==> src/rtl/ptl_split_pair_checker_pkg.sv <==
// Shared state encoding, saturation limits and modular age helper for the split-pair checker.
package ptl_chk_pkg;

  typedef logic [1:0] state_t;

  localparam state_t BAL    = 2'd0;
  localparam state_t B_LEAD = 2'd1;
  localparam state_t C_LEAD = 2'd2;

  localparam logic [31:0] PAIR_CNT_MAX = 32'hFFFF_FFFF;
  localparam logic [15:0] ERR_CNT_MAX  = 16'hFFFF;

  // Age of a timestamp relative to now, modulo 2**w, so counter wrap is transparent.
  function automatic logic [31:0] ts_age(input logic [31:0] now, input logic [31:0] ts,
                                         input int unsigned w);
    logic [31:0] diff;
    diff = now - ts;
    if (w < 32) begin
      diff = diff & ((32'd1 << w) - 32'd1);
    end
    return diff;
  endfunction

endpackage

==> src/rtl/ptl_split_pair_checker_ts_fifo.sv <==
// Synchronous DEPTH x TS_W timestamp FIFO; push into a full FIFO is accepted only alongside a pop.
module ptl_ts_fifo
  import ptl_chk_pkg::*;
#(
  parameter int unsigned DEPTH = 4,
  parameter int unsigned TS_W  = 8
) (
  input  logic                   clk,
  input  logic                   rst,
  input  logic                   push,
  input  logic                   pop,
  input  logic [TS_W-1:0]        din,
  output logic [TS_W-1:0]        head,
  output logic [$clog2(DEPTH):0] count,
  output logic                   full,
  output logic                   empty
);
  localparam int unsigned AW = $clog2(DEPTH);

  logic [TS_W-1:0] mem_q [DEPTH];
  logic [AW-1:0]   rptr_q, wptr_q;
  logic [AW:0]     count_q;
  logic            do_push, do_pop;

  assign empty   = (count_q == '0);
  assign full    = (count_q == (AW+1)'(DEPTH));
  assign do_pop  = pop & ~empty;
  assign do_push = push & (~full | do_pop);
  assign head    = mem_q[rptr_q];
  assign count   = count_q;

  always_ff @(posedge clk) begin
    if (do_push) begin
      mem_q[wptr_q] <= din;
    end
  end

  always_ff @(posedge clk) begin
    if (rst) begin
      rptr_q  <= '0;
      wptr_q  <= '0;
      count_q <= '0;
    end else begin
      if (do_push) wptr_q <= wptr_q + 1'b1;
      if (do_pop)  rptr_q <= rptr_q + 1'b1;
      case ({do_push, do_pop})
        2'b10:   count_q <= count_q + 1'b1;
        2'b01:   count_q <= count_q - 1'b1;
        default: count_q <= count_q;
      endcase
    end
  end

endmodule

==> config.mk <==
export PLATFORM = sky130hd
export DESIGN_NAME = ptl_ts_fifo
export DESIGN_NICKNAME = d
export VERILOG_FILES = /design/src/rtl/ptl_split_pair_checker_pkg.sv /design/src/rtl/ptl_split_pair_checker_ts_fifo.sv
export SDC_FILE = /design/constraint.sdc
export NUM_CORES = 1
export LEC_CHECK = 0
export BUFFER_PORTS_ARGS = -buffer_cell sky130_fd_sc_hd__buf_2
export CAP_MARGIN = 20
export CORE_MARGIN = 2
export CORE_UTILIZATION = 59
export DETAILED_ROUTE_END_ITERATION = 10
export PLACE_DENSITY_LB_ADDON = 0.3
export RECOVER_POWER = 50
export SLEW_MARGIN = 0
export SYNTH_ARGS = -nofsm -noshare
export SYNTH_HDL_FRONTEND = slang
export SYNTH_SLANG_ARGS = --single-unit
==> constraint.sdc <==
create_clock -name clk -period 4.92 [get_ports clk]
set_input_delay 0.246 -clock clk [delete_from_list [all_inputs] [get_ports clk]]
set_output_delay 0.246 -clock clk [all_outputs]
set_load 0.02 [all_outputs]
## After elaboration in Yosys (flattened, before gate mapping)

Memory sizes are Yosys's and may differ from the RTL's. A register that Yosys moved wholly into a read port is not among the register bits.
Index checks and enable logic that the tools add are counted.

- RAM bits: 32
- Flip-flop bits (word level): 7
- Output and inout port bits: 13
- ROM bits: 0
- Latch bits: 0
- Memories kept: 1

Memory list:

| memory | words | width | rd ports | clocked after Yosys merged registers in | wr ports | RTL line | RTL |
|---|---|---|---|---|---|---|---|
| mem_q | 4 | 8 | 1 | 1 | 1 | ptl_split_pair_checker_ts_fifo.sv:20 | `logic [TS_W-1:0] mem_q [DEPTH];` |

- Bitwise logic cells: 5
- Reduce and logical (&&, ||, !) cells: 2
- Shifts and indexed selects: 0
- Multipliers: 0
- Mux-type cells: 5
- $lt $le $gt $ge: 0
- Add/subtract/negate cells: 4
- Eq/ne operators: 3
- Divide/modulo/power cells: 0

Operators by type and width:

| operator | number |
|---|---|
| one-hot mux 3 bit (2 select lines) | 1 |
| adder 2 x 1 -> 2 bit, second input constant | 2 |
| two-way mux 2 bit | 2 |
| adder 3 x 1 -> 3 bit, second input constant | 1 |
| == test 3 bit, second input constant | 1 |
| zero test 3 bit | 1 |
| subtractor 3 x 1 -> 3 bit, second input constant | 1 |
| AND 1 bit | 2 |
| == test 2 x 1 -> 1 bit, second input constant | 1 |
| == test 2 bit, second input constant | 1 |
| two-way mux 1 bit | 2 |
| inverter 1 bit | 2 |
| nonzero test 2 bit | 1 |
| bitwise OR 1 bit | 1 |

## Longest topological paths before layout

- Depth after elaboration: 7
- Mapped depth: 7
- Gate-level depth less buffers: 6

## Worst setup path after synthesis

Ideal clock, no wire load.

- Kind: register -> register
- Start point: reg count_q[0] (netlist: count[0])
- End point: reg count_q[2] (netlist: count[2])
- Path slack: 2.866 ns
- Path buffers: 1
- Arrival time: 1.930 ns
- Setup time: 0.123 ns
- Cell stages (with the launch flop): 8
- Path through: dfxtp_1 -> buf_6 -> o31a_1 -> nand2b_1 -> fa_1 -> nand2b_1 -> o31ai_2 -> mux2_1

- Cells in the longest elaborated chain, start to end: 7
- Elaborated cells between the ends (all ways): 13

Ends and longest elaborated chain:

| element | RTL line | RTL |
|---|---|---|
| start, declared | ptl_split_pair_checker_ts_fifo.sv:22 | `logic [AW:0] count_q;` |
| start signal, assigned | ptl_split_pair_checker_ts_fifo.sv:47 | `2'b10: count_q <= count_q + 1'b1;` |
| start signal, assigned | ptl_split_pair_checker_ts_fifo.sv:48 | `2'b01: count_q <= count_q - 1'b1;` |
| start signal, assigned | ptl_split_pair_checker_ts_fifo.sv:49 | `default: count_q <= count_q;` |
| zero test 3 bit | ptl_split_pair_checker_ts_fifo.sv:25 | `assign empty = (count_q == '0);` |
| inverter 1 bit | ptl_split_pair_checker_ts_fifo.sv:27 | `assign do_pop = pop & ~empty;` |
| AND 1 bit | ptl_split_pair_checker_ts_fifo.sv:27 |  |
| bitwise OR 1 bit | ptl_split_pair_checker_ts_fifo.sv:28 | `assign do_push = push & (~full \| do_pop);` |
| AND 1 bit | ptl_split_pair_checker_ts_fifo.sv:28 |  |
| == test 2 x 1 -> 1 bit or == test 2 bit (tied branches) | ptl_split_pair_checker_ts_fifo.sv:46 | `case ({do_push, do_pop})` |
| one-hot mux 3 bit (2 select lines) or nonzero test 2 bit (tied branches) | -- |  |

Several ways; a longest one is shown, not always the timed one.
A chain may end at the register's enable or synchronous reset.

## Worst setup path after layout

Ends and elaborated chain as after synthesis.

==> results.md <==
- Status: completed
- First-pass GRT wire length: 4570 um
- Ys Warns: 0
- Largest family of logic cells by synthesized area: multiplexers
- Setup violators final: 0
- Tcrit/Tclk final: 0.431
- Gr ovfl total: 0
- Initial antenna violation count: 0
- Critical Path RT: 5170 ps
- Utilization after layout: 0.689
- Final Max Slew Viols: 0
- Endpoint type of the worst setup path: flip-flop
- Fin crit period: 2120 ps
- TritonCTS buffer count: 5
- FMAX: 472 MHz
- RSZ-0062 raised after global routing: false
- Synthesis-to-layout area growth: 11.3%
- H-Tree Depth: 2
- Post-CTS Hold Fix Bufs: 0
- Finished Cell Area: 0.00188 mm^2
- XOR/XNOR Fraction of Synth Area: 0.0259
- Post-synthesis adder-cell area fraction: 0.0414
- WL/cell: 18.1 um
- Multiplexer share of the synthesized area: 0.119
- Drt drc: 0
- N_diodes: 0
- Crit-path max FO: 10
- Critical hold path startpoint: din[1]
- Post-cts sizing count: 0
- Post-layout net count: 144
- Setup TNS Final: 0 ps
- Synth Area in Compound Gates: 0.0311
- Netlist Area Pre-Place: approximately 0.0017 mm^2
- Post-CTS Repair Setup Buffers: 0
- Reg-to-Reg Start: count[0]
- Share of layout cells above drive strength 1: 0.227
- Area after DPL: 0.00182 mm^2
- Number of vias per cell: 5.67
- Max Root-Sink Buffers: 2
- Post-route ant nets: 0
- Largest net degree at the start of global routing: 13
- Hold path cells: 1
- Worst Skew: 5.17 ps
- Pwr dens: 432 mW/mm^2
- R2R depth: 6
- IO Port Bufs: 24
- Slew headroom: 0.631
- Ports: 25
- Synthesized instance count: 101
- DP HPWL: between 2000 and 2500 um
- Seq/Total Area, Yosys: 0.675
- CP Class: flip-flop to flip-flop
- Clk Latency, worst-skew pair: 350 ps
- Die width: 57.5 um
- Gr usage total: 0.201
- Max cap viols: 0
- Post-synthesis register bit count: 41
- Startpoint types: flip-flop
- Worst vdd ir: around 0.00035 V
- Cell variety after synth: 29
- Worst path arrival time: 2370 ps
- Placer Congestion: about 0.86
- Clock transition at the registers of the reported paths: 110 ps
- Sink Count: 41
- Avg Cell Area, Syn: 16.7 um^2
- HP Class: input pin to flip-flop
- DR iter-0 viols: 38
- Synth Area in Simple Gates: 0.0777
- TritonCTS clock tree: done
- Initial Util: 0.619
- FP Rows: 19
- Synthesized net count: 118
- Routed wire length: ~2900 um
- Core ar.: approximately 0.0027 mm^2
- Drt pass-1 iters: 4
- Full die area: 0.00331 mm^2
- CP Launch Point: count[0]
- Number of global-route vias before repair: ~910
- Worst-Margin Slew: 546 ps
- Root Buffer: clkbuf_4
- Endpoints failing hold: 0
- Die span in y: 57.5 um
- Via count: 902
- LEAKAGE: 0.000652 uW
-- registers in the layout, summed over array words and instances, names as in the netlist, named ones only --
name / cells
mem_q: 32
count: 3
wptr_q: 2
rptr_q: 2
-- layout by cell type (no fill, tap or decap), drive strengths merged --
cell      n
nand3b    1
xnor2     2
nand2     1
nor2      7
a31oi     1
dfxtp     9
nor2b     1
fa        1
nor4b     1
mux4      8
inv       6
nand2b    3
ha        4
edfxtp   32
o2111ai   1
o31ai     1
or2       1
mux2i     1
xor2      3
o31a      1
mux2      1
buf      12
and2      4
nor3      2
bufinv    1
a221oi    1
a211oi    1
clkbuf   19
nand3     2
-- area by class of cell --
type,instances,area [um^2]
clock buffers,7,55.1
inverters,6,22.5
fillers,199,851
multi-input cells,49,490
clock inverters,1,30.0
well taps,31,38.8
flip-flops and latches,41,1140
repair buffers,24,105
-- power breakdown --
group / switching (uW) / internal (uW) / leakage (uW)
combinational: 88.7 / 67.6 / 0.000239
clock: 105 / 121 / 0.0000455
sequential: 28.6 / 402 / 0.000367
total: 222 / 591 / 0.000652
-- Yosys cell counts, drive strengths merged --
cell type,count,area [um^2]
xor2,3,26.3
or2,1,6.26
a31oi,1,6.26
nand3b,1,7.51
o31a,1,8.76
nand3,2,10.0
mux2i,1,10.0
a211oi,1,7.51
xnor2,2,17.5
mux4,8,180
nand2b,3,18.8
nor2,7,26.3
mux2,1,11.3
nor3,2,10.0
nor4b,1,15.0
a221oi,1,8.76
buf,5,28.8
dfxtp,9,180
o31ai,1,12.5
ha,4,50.1
o2111ai,1,8.76
nor2b,1,8.76
inv,6,22.5
nand2,1,3.75
edfxtp,32,961
and2,4,25.0
fa,1,20.0
-- through the flow --
step                total power [uW]  worst slack (ps)  instances  hold WS (ps)
global route                     853              2630        159           143
global placement                 590              2910        151           456
floorplan                        553              2870        101           345
detailed placement               601              2820        151           468
finish                           813              2800        159           150
CTS                              824              2790        159          94.3
-- critical path: stages (launching register included) --
cell,delay [ps]
dfxtp_1,540
o31a_1,320
nand2b_1,100
fa_1,380
nand2b_1,160
o31ai_2,180
mux2_1,330
-- final timing paths --
kind / slack [ps] / to
worst min register to register: 560 / wptr_q[1]
worst max register to register: 2800 / count[2]
worst min-delay path: 150 / mem_q[2][1]
worst max-delay path: 2800 / count[2]
-- metal layers --
metal	share of wire	vias up	global-route usage	wire (um)
li1	-	426	-	-
met1	0.39	450	0.250	1130
met2	0.55	22	0.326	1570
met3	0.044	4	0.0658	125
met4	0.014	0	0.0831	40
met5	0	-	0	0
-- cells by family after synthesis --
group / after synthesis
flops: 41
simple gates: 23
buf+inv: 11
mux: 10
compound gates: 6
xor+xnor: 5
fa+ha+maj: 5
No activity file was read; power rests on OpenSTA's default activity.
